$ cat config.mk
export PLATFORM = sky130hd
export DESIGN_NAME = memory_access
export DESIGN_NICKNAME = d
export VERILOG_FILES = /design/src/rtl/memory_access.sv
export SDC_FILE = /design/constraint.sdc
export NUM_CORES = 1
export LEC_CHECK = 0
export CORE_ASPECT_RATIO = 0.9
export CORE_MARGIN = 10
export CORE_UTILIZATION = 44
export CTS_BUF_LIST = sky130_fd_sc_hd__clkbuf_8
export DETAILED_ROUTE_END_ITERATION = 8
export GPL_TIMING_DRIVEN = 0
export PLACE_DENSITY = 0.83
export SLEW_MARGIN = 10
export SYNTH_ARGS = -nofsm -noshare
export SYNTH_HDL_FRONTEND = slang
export SYNTH_SLANG_ARGS = --single-unit
$ cat constraint.sdc
create_clock -name clk -period 5.7 [get_ports clk]
set_clock_uncertainty 0.2 [all_clocks]
set_input_delay 0.57 -clock clk [delete_from_list [all_inputs] [get_ports clk]]
set_output_delay 0.57 -clock clk [all_outputs]
set_load 0.005 [all_outputs]
$ cat src/rtl/memory_access.sv
// memory_access: M stage of the five-stage MIPS pipeline.
// Latches E-stage results, runs loads/stores over a req/ack data bus with
// wait states, builds byte enables, replicates store data, extends loads.
// Optional build macro MEM_ALIGN_CHECK_EN: misaligned accesses are flagged on
// M_addr_err and never issued; without it the low address bits are ignored.
module memory_access (
   input  logic        clk,
   input  logic        reset,
   input  logic [31:0] E_instr,
   input  logic [31:0] E_WD_M,
   input  logic [31:0] E_ALUResult,
   input  logic [4:0]  E_A3_M,
   input  logic [31:0] M_Forward2,
   input  logic        dm_ack,
   input  logic [31:0] dm_rdata,
   output logic        dm_req,
   output logic        dm_we,
   output logic [31:0] dm_addr,
   output logic [3:0]  dm_byteen,
   output logic [31:0] dm_wdata,
   output logic        M_busy,
   output logic [31:0] M_WD_W,
   output logic [4:0]  M_A3_W,
   output logic [31:0] M_instr_W,
   output logic        M_addr_err
);
   localparam logic [5:0] OP_LB  = 6'b100000;
   localparam logic [5:0] OP_LBU = 6'b100100;
   localparam logic [5:0] OP_LH  = 6'b100001;
   localparam logic [5:0] OP_LHU = 6'b100101;
   localparam logic [5:0] OP_LW  = 6'b100011;
   localparam logic [5:0] OP_SB  = 6'b101000;
   localparam logic [5:0] OP_SH  = 6'b101001;
   localparam logic [5:0] OP_SW  = 6'b101011;

   typedef enum logic [1:0] {IDLE, ACC1, WAIT} state_t;

   function automatic logic is_load(input logic [5:0] op);
      return (op == OP_LB) || (op == OP_LBU) || (op == OP_LH) ||
             (op == OP_LHU) || (op == OP_LW);
   endfunction

   function automatic logic is_store(input logic [5:0] op);
      return (op == OP_SB) || (op == OP_SH) || (op == OP_SW);
   endfunction

`ifdef MEM_ALIGN_CHECK_EN
   function automatic logic misaligned(input logic [5:0] op, input logic [1:0] a);
      logic m;
      m = 1'b0;
      case (op)
         OP_LW, OP_SW:          m = (a != 2'b00);
         OP_LH, OP_LHU, OP_SH:  m = a[0];
         default:               m = 1'b0;
      endcase
      return m;
   endfunction
`endif

   state_t      state_q, state_d;
   logic [31:0] instr_q, instr_d;
   logic [31:0] wd_q, wd_d;
   logic [31:0] addr_q, addr_d;
   logic [4:0]  a3_q, a3_d;
   logic [31:0] wbuf_q, wbuf_d;

   logic [5:0]  m_op, e_op;
   logic        m_ld, m_st, e_start, m_err;
   logic [3:0]  be;
   logic [31:0] st_fwd;
   logic [7:0]  ld_b;
   logic [15:0] ld_h;
   logic [31:0] ld_data;

   assign m_op = instr_q[31:26];
   assign e_op = E_instr[31:26];
   assign m_ld = is_load(m_op);
   assign m_st = is_store(m_op);

`ifdef MEM_ALIGN_CHECK_EN
   // A misaligned op is captured but never starts a bus access.
   assign e_start = (is_load(e_op) | is_store(e_op)) & ~misaligned(e_op, E_ALUResult[1:0]);
   assign m_err   = (m_ld | m_st) & misaligned(m_op, addr_q[1:0]);
`else
   assign e_start = is_load(e_op) | is_store(e_op);
   assign m_err   = 1'b0;
`endif

   // Next state: whenever M accepts a new op (not busy) the access for that op
   // starts, so an ack cycle can chain straight into the next memory op.
   always_comb begin
      state_d = state_q;
      if (!M_busy)
         state_d = e_start ? ACC1 : IDLE;
      else if (state_q == ACC1)
         state_d = WAIT;
   end

   // M pipeline register loads when not stalled; store buffer captures in ACC1.
   always_comb begin
      instr_d = instr_q;
      wd_d    = wd_q;
      addr_d  = addr_q;
      a3_d    = a3_q;
      wbuf_d  = wbuf_q;
      if (!M_busy) begin
         instr_d = E_instr;
         wd_d    = E_WD_M;
         addr_d  = E_ALUResult;
         a3_d    = E_A3_M;
      end
      if (state_q == ACC1)
         wbuf_d = st_fwd;
   end

   // State and pipeline registers.
   always_ff @(posedge clk or posedge reset) begin
      if (reset) begin
         state_q <= IDLE;
         instr_q <= '0;
         wd_q    <= '0;
         addr_q  <= '0;
         a3_q    <= '0;
         wbuf_q  <= '0;
      end else begin
         state_q <= state_d;
         instr_q <= instr_d;
         wd_q    <= wd_d;
         addr_q  <= addr_d;
         a3_q    <= a3_d;
         wbuf_q  <= wbuf_d;
      end
   end

   // Byte enables and replicated store data from the live forwarded rt value.
   always_comb begin
      be     = 4'b0000;
      st_fwd = M_Forward2;
      case (m_op)
         OP_SW: be = 4'b1111;
         OP_SH: begin
            be     = addr_q[1] ? 4'b1100 : 4'b0011;
            st_fwd = {2{M_Forward2[15:0]}};
         end
         OP_SB: begin
            be     = 4'b0001 << addr_q[1:0];
            st_fwd = {4{M_Forward2[7:0]}};
         end
         default: ;
      endcase
   end

   // Load lane select and sign/zero extension.
   always_comb begin
      case (addr_q[1:0])
         2'd0:    ld_b = dm_rdata[7:0];
         2'd1:    ld_b = dm_rdata[15:8];
         2'd2:    ld_b = dm_rdata[23:16];
         default: ld_b = dm_rdata[31:24];
      endcase
      ld_h = addr_q[1] ? dm_rdata[31:16] : dm_rdata[15:0];
      case (m_op)
         OP_LB:   ld_data = {{24{ld_b[7]}}, ld_b};
         OP_LBU:  ld_data = {24'h0, ld_b};
         OP_LH:   ld_data = {{16{ld_h[15]}}, ld_h};
         OP_LHU:  ld_data = {16'h0, ld_h};
         default: ld_data = dm_rdata;
      endcase
   end

   assign dm_req     = (state_q == ACC1) || (state_q == WAIT);
   assign M_busy     = dm_req & ~dm_ack;
   assign dm_we      = dm_req & m_st;
   assign dm_addr    = dm_req ? {addr_q[31:2], 2'b00} : 32'h0;
   assign dm_byteen  = dm_req ? be : 4'h0;
   // In WAIT the buffered copy is used so forwarding changes cannot leak in.
   assign dm_wdata   = !dm_we ? 32'h0 : (state_q == ACC1) ? st_fwd : wbuf_q;
   assign M_WD_W     = m_ld ? ld_data : wd_q;
   assign M_A3_W     = (M_busy | m_err) ? 5'd0 : a3_q;
   assign M_instr_W  = instr_q;
   assign M_addr_err = m_err;

endmodule

==> results of run 1 <==
==> power by group through the flow <==
| stage | Combinational (W) | Sequential (W) | Clock [W] |
|---|---|---|---|
| finish | 0.000586 | 0.00111 | 0.000829 |
| global route | 0.000632 | 0.00112 | 0.000889 |
| CTS | 0.000586 | 0.00111 | 0.000849 |
| detailed placement | 0.000582 | 0.00113 | 0 |
| global placement | 0.000568 | 0.00112 | 0 |
| floorplan | 0.000271 | 0.00111 | 0 |
==> per-layer routing <==
metal  share of wire, %  up-vias  wire (microns)  GRT usage, %
met3                 11       45            2895         10.10
met1                 39     3145           10270         28.22
li1                   -     2995               -             -
met2                 48      381           12590         37.83
met5                  0        -               0             0
met4                2.1        0             555         6.657
==> sequential cells by signal, indices dropped and copies added, names as in the netlist <==
signal / cells
wbuf_q: 32
a3_q: 5
addr_q: 32
wd_q: 32
state_q: 2
M_instr_W: 32
==> final timing paths <==
check / to / cells after the start
worst max-delay path: M_busy / 5
worst min register to register: wbuf_q[9] / 2
max in group asynchronous: wd_q[12] / 3
worst max register to register: wd_q[24] / 5
min in group asynchronous: M_instr_W[21] / 2
worst min-delay path: wbuf_q[9] / 2
==> kinds of logic after synthesis <==
family | after synthesis
buf+inv | 83
mux | 124
flops | 135
other cells | 1
simple gates | 167
fa+ha+maj | 1
compound gates | 143
==> synth_stat cells (all sizes together) (8+ instances only) <==
| master | instances | area (sq um) |
|---|---|---|
| a21oi | 55 | 275.3 |
| buf | 28 | 160.2 |
| mux2 | 115 | 1295 |
| inv | 25 | 93.84 |
| o311a | 8 | 80.08 |
| clkbuf | 30 | 112.6 |
| nor2 | 53 | 198.9 |
| o21ai | 17 | 88.83 |
| a31oi | 11 | 68.82 |
| nor2b | 68 | 425.4 |
| a211oi | 8 | 60.06 |
| dfrtp | 135 | 3378 |
| mux4 | 9 | 202.7 |
| o211ai | 8 | 60.06 |
| o31ai | 8 | 60.06 |
| nand2 | 17 | 63.81 |
| o221ai | 16 | 140.1 |
| nor3 | 16 | 100.1 |
==> cells in the final DEF (no fill, tap or decap), types with 3 or more instances in the layout <==
| cell | count |
|---|---|
| a31oi_1 | 11 |
| inv_1 | 24 |
| nor2_1 | 53 |
| buf_4 | 4 |
| dfrtp_1 | 135 |
| mux4_2 | 9 |
| o21ai_0 | 15 |
| inv_8 | 4 |
| clkbuf_1 | 30 |
| buf_2 | 20 |
| o211ai_1 | 8 |
| clkbuf_8 | 18 |
| nand2_1 | 17 |
| a211oi_1 | 8 |
| o311a_1 | 8 |
| o221ai_1 | 16 |
| nor3_2 | 4 |
| a222oi_1 | 7 |
| nor2b_1 | 68 |
| nor3_1 | 12 |
| a21oi_1 | 55 |
| clkdlybuf4s50_1 | 305 |
| o31ai_1 | 8 |
| clkinv_4 | 4 |
| mux2_2 | 115 |
| inv_6 | 4 |
| conb_1 | 3 |
==> stage by stage <==
step | hold slack, ns | setup slack, ns | area (sq um)
floorplan | 0.2468 | 1.319 | 7113
global placement | 0.2607 | -0.7315 | 10420
detailed placement | 0.2734 | 2.006 | 10450
CTS | 0.2957 | 1.581 | 10860
global route | 0.3100 | 1.436 | 10860
finish | 0.2967 | 1.656 | 10860
==> worst max-delay path, cell delays in order, from the launching register on <==
cell and delay [ns]:
dfrtp_1 0.39, ha_1 0.45, nor2_1 0.25, clkbuf_1 0.64, clkbuf_1 0.46, clkdlybuf4s50_1 0.62
==> layout make-up <==
type	count	share of cell area, %
plain buffers	58	2.512
inverters	25	0.9102
multi-input cells	438	31.02
well taps	202	2.327
repair buffers	306	28.37
flip-flops and latches	135	31.11
clock buffers	18	2.281
clock inverters	14	1.475
==> results.md, run 1 <==
* Status: completed
* Mux cell area share after synthesis at 21.08%
* Logic pwr share at 23.2%
* Post-CTS Resized at 0
* Total power at 0.002523 W
* Largest net degree at the start of global routing at 81
* Critical Path Start: state_q[0]
* Die height at 140.6 microns
* Nets@finish at 1150
* Hpwl dp at 20.57 mm
* Worst slew margin at 46.65%
* Crit start category: flop
* Switching share of power at 29.48%
* Post-synth EDFFs at 0
* Reg-to-reg critical path startpoint: state_q[0]
* Initial Util at 45.54%
* Cell total after placement at 1164
* PwrDens at 232.4 nW/um^2
* Worst VDD drop at 0.1950 mV
* Synthesized instance count at 654
* Pleak at 4.275 nW
* Worst slew pin tran at 0.8002 ns
* Async S/R FF share, synth at 100.0%
* Worst-skew pair later-pin latency at 0.46 ns
* Final TNS setup at 0 ns
* Via density at 5.490
* Crit path time final at 4.044 ns
* CTS clk-pin slew, worst paths at 0.09 ns
* Row count at 43
* FMAX at 247.3 MHz
* Top Ports at 309
* Postcts setup bufs at 0
* Initial antenna violation count at 0
* Clock power frac at 32.9%
* Mapped Area at 7106 sq um
* Die Wd at 154.0 microns
* DRT Pass-1 Iters at 5
* Share of cells above drive strength 1 at 19.32%
* Yosys warnings at 0
* Synthesis-to-layout area growth at 52.83%
* Diode count at 0
* Flops & latches, synth at 135
* Hold/Removal Path Class: flop to flop
* Drt drc at 0
* Sw Pwr at 0.0007438 W
* Hold Crit Start: wbuf_q[9]
* FF/Latch Area at 3378 sq um
* CORE AREA at 15600 sq um
* Sequential power share at 43.9%
* Simple-gate share of the synthesized area at 12.75%
* Number of max-cap violations at 0
* Crit end category: output port
* Avg Cell Area, Syn at 10.86 sq um
* Largest family of logic cells by synthesized area: multiplexers
* Period utilization at 70.94%
* Max Slew Vio Count at 0
* WP data arrival at 3.27 ns
* Layout Cells excl Fill at 1196
* RSZ-0062 raised after global routing: false
* Htree depth at 4
* Final ANT Viol Nets at 0
* Die ar. at 21640 sq um
* Endpoints failing hold at 0
* GRT Util Overall at 23.57%
* Xor-xnor portion of the synthesized cell area at 0%
* Yosys cell types at 42
* Util after Layout at 69.60%
* CTS Buf Count at 17
* WL final at 26.31 mm
* Complex-gate fraction of the synthesized area at 13.24%
* # hold bufs at CTS at 0
* CP required at 4.93 ns
* Flop2flop setup slack at 2.87 ns
* Maximum buffer depth of the clock tree at 2
* 1st-iter DRT viols at 532
* Critical path type: flop to output port
* Total grt overflow at 0
* Vias in the first global route at 6847
* Drt wl/cell at 22.00 microns
* Register area share after synthesis at 47.54%
* Clock sinks at 135
* First-pass GRT wire length at 40.43 mm
* Primary FF master, synth: dfrtp_1
* Filler cells at 1183
* Worst Path Max Fanout at 10
* CTS tree: built
* Area of the multi-input gates at 3368 sq um
* # port buffers at 305
* Root buf cell: clkbuf_8
* RePlAce Congestion at 0.9427
* # setup viols final at 0
* P_int at 0.001779 W
* Post-synthesis adder-cell area fraction at 0.1761%
* Via count at 6566
(Power assumes the default switching activity.)
==> inputs of run 2 (changes only) <==
CORE_UTILIZATION = 40   (was 44)
PLACE_DENSITY = 0.8   (was 0.83)
clock period = 3.6 ns   (was 5.7 ns; I/O delays follow)
==> run 2 against run 1 <==
First-iteration DRC count shrank 17%. Sequential share of layout area shrank 0.29 points. Clock power grew 48%. Routed wire length grew 2.4%. Non-clock buffer count grew 2. Total power grew 56%. Cell count grew 3.4%. Via count shrank 0.79%. Final area grew 0.93%. Critical path depth grew 1. Die area grew 8.6%. Largest power group unchanged.
==> results.md, run 2 (synthesis gave the netlist of run 1 again) <==
* Cell total after placement at 1205 (+3.5%)
* 1st-iter DRT viols at 441 (-17%)
* Vias in the first global route at 7079 (+3.4%)
* Most common cell after layout, fill and taps aside: clkdlybuf4s50_1
* Postcts setup bufs at 0 (unchanged)
* First-pass GRT wire length at 41.71 mm (+3.2%)
* Row count at 46 (+7.0%)
* Root buf cell: clkbuf_8
* Htree depth at 4 (unchanged)
* RePlAce Congestion at 0.9196 (-2.5%)
* Period utilization at 96.57%
* Share of cells above drive strength 1 at 20.78% (+1.5 points)
* WL final at 26.95 mm (+2.4%)
* Sw Pwr at 0.001174 W (+58%)
* Initial antenna violation count at 2 (+2)
* CTS clk-pin slew, worst paths at 0.10 ns (about the same)
* Logic pwr share at 23.9% (+0.7 points)
* Crit end category: output port
* Area of the multi-input gates at 3381 sq um (+0.37%)
* Crit path time final at 3.477 ns
* CTS Buf Count at 17 (unchanged)
* Worst-skew pair later-pin latency at 0.44 ns (-0.02 ns)
* P_int at 0.002755 W (+55%)
* Post-CTS Resized at 3 (+3)
* Clock power frac at 31.4% (-1.5 points)
* Reg-to-reg endpoint: M_instr_W[27]
* DRT Pass-1 Iters at 5 (unchanged)
* Number of max-cap violations at 0 (unchanged)
* Pleak at 4.305 nW (+0.72%)
* Die ar. at 23500 sq um (+8.6%)
* Met1 Usage GRT at 26.46% (-1.8 points)
* # port buffers at 305 (unchanged)
* Met2 GRT Util at 36.16% (-1.7 points)
* Layout Cells excl Fill at 1237 (+3.4%)
* Critical path type: flop to output port
* Filler cells at 1445 (+22%)
* Max Slew Vio Count at 0 (unchanged)
* Clock sinks at 135 (unchanged)
* Worst slew pin tran at 0.8058 ns (+0.005632 ns)
* Nets@finish at 1152 (+0.17%)
* Endpoints failing hold at 0 (unchanged)
* Hold/Removal Path Class: input port to async pin
* Via density at 5.266 (-4.1%)
* Synthesis-to-layout area growth at 54.25%
* Worst VDD drop at 0.2354 mV (+21%)
* Via count at 6514 (-0.79%)
* CTS tree: built
* CORE AREA at 17550 sq um (+13%)
* Drt wl/cell at 21.78 microns (-0.98%)
* Most frequent cells in the layout: clkdlybuf4s50_1, dfrtp_1, mux2_2
* Final ANT Viol Nets at 0 (unchanged)
* Flop2flop setup slack at 1.23 ns (-1.64 ns)
* GR Util met3 at 9.472% (-0.63 points)
* # hold bufs at CTS at 0 (unchanged)
* CP required at 3.04 ns (-1.89 ns)
* Crit start category: flop
* Final TNS setup at 0 ns (unchanged)
* Status: completed
* GRT Max-Usage Layer: met2
* Largest net degree at the start of global routing at 35 (-57%)
* Die Wd at 160.5 microns (+4.2%)
* Hpwl dp at 21.41 mm (+4.1%)
* Switching share of power at 29.88% (+0.40 points)
* FF/Latch Area at 3378 sq um (unchanged)
* Total grt overflow at 0 (unchanged)
* Sequential power share at 44.7% (+0.8 points)
* WP data arrival at 2.92 ns (-0.35 ns)
* GRT Util Overall at 22.61% (-0.96 points)
* Worst Path Max Fanout at 8 (-2)
* FMAX at 287.6 MHz
* Worst slew margin at 46.28% (-0.38 points)
* Reg-to-reg critical path startpoint: state_q[1]
* Drt drc at 0 (unchanged)
* RSZ-0062 raised after global routing: true
* Worst R2R Path Depth at 5 (unchanged)
* Critical Path Start: M_instr_W[30]
* Die height at 146.4 microns (+4.2%)
* # setup viols final at 0 (unchanged)
* Top Ports at 309 (unchanged)
* Initial Util at 40.48% (-5.1 points)
* Maximum buffer depth of the clock tree at 2 (unchanged)
* PwrDens at 358.4 nW/um^2 (+54%)
==> run 2: routing by layer <==
| metal | share of wire, % | vias to the layer above | wire length, microns |
|---|---|---|---|
| li1 | - | 2992 | - |
| met1 | 39 | 3151 | 10540 |
| met2 | 47 | 322 | 12720 |
| met3 | 11 | 47 | 2853 |
| met4 | 3.0 | 2 | 815 |
| met5 | 0.048 | - | 13 |
==> run 2: final cells by class <==
type | instances | share of cell area, %
diodes | 1 | 0.02283
inverters | 25 | 0.8904
plain buffers | 57 | 2.568
repair buffers | 309 | 28.65
clock buffers | 18 | 2.260
well taps | 240 | 2.740
multi-input cells | 438 | 30.84
clock inverters | 14 | 1.199
flip-flops and latches | 135 | 30.82
==> run 2: worst max-delay path: stages, from the launching register on <==
cell             delay, ns
dfrtp_1               0.49
nor4b_4               0.56
nand3_1               0.17
or2_2                 0.30
clkbuf_1              0.23
o221ai_1              0.15
clkdlybuf4s50_1       0.58
==> run 2: worst max path at each step <==
stage	depth (start not counted)	endpoint
after floorplan	1	M_instr_W[0]
after global placement	2	wbuf_q[4]
after detailed placement	5	M_busy
after CTS	6	M_WD_W[28]
after global routing	6	M_WD_W[13]
final	6	M_WD_W[13]
==> run 2: metrics by stage <==
step	power [W]	cell area [sq um]	utilization, %	setup WS, ns	hold slack, ns
global route	0.004127	10960	62.44	-0.0004905	0.1109
floorplan	0.002193	7117	-	1.361	0.2468
global placement	0.002683	10470	59.64	0.02744	0.2613
finish	0.003929	10960	62.44	0.1235	0.1155
CTS	0.003972	10940	62.32	0.08881	0.09521
detailed placement	0.002720	10560	60.14	0.1740	0.2751
==> run 2: power groups by stage <==
stage          combinational [W]  sequential, W  clock [W]
2_1_floorplan           0.000430        0.00176          0
3_3_place_gp            0.000906        0.00178          0
3_5_place_dp            0.000935        0.00178          0
4_1_cts                 0.000941        0.00176    0.00128
5_1_grt                  0.00102        0.00178    0.00133
6_report                0.000938        0.00176    0.00123
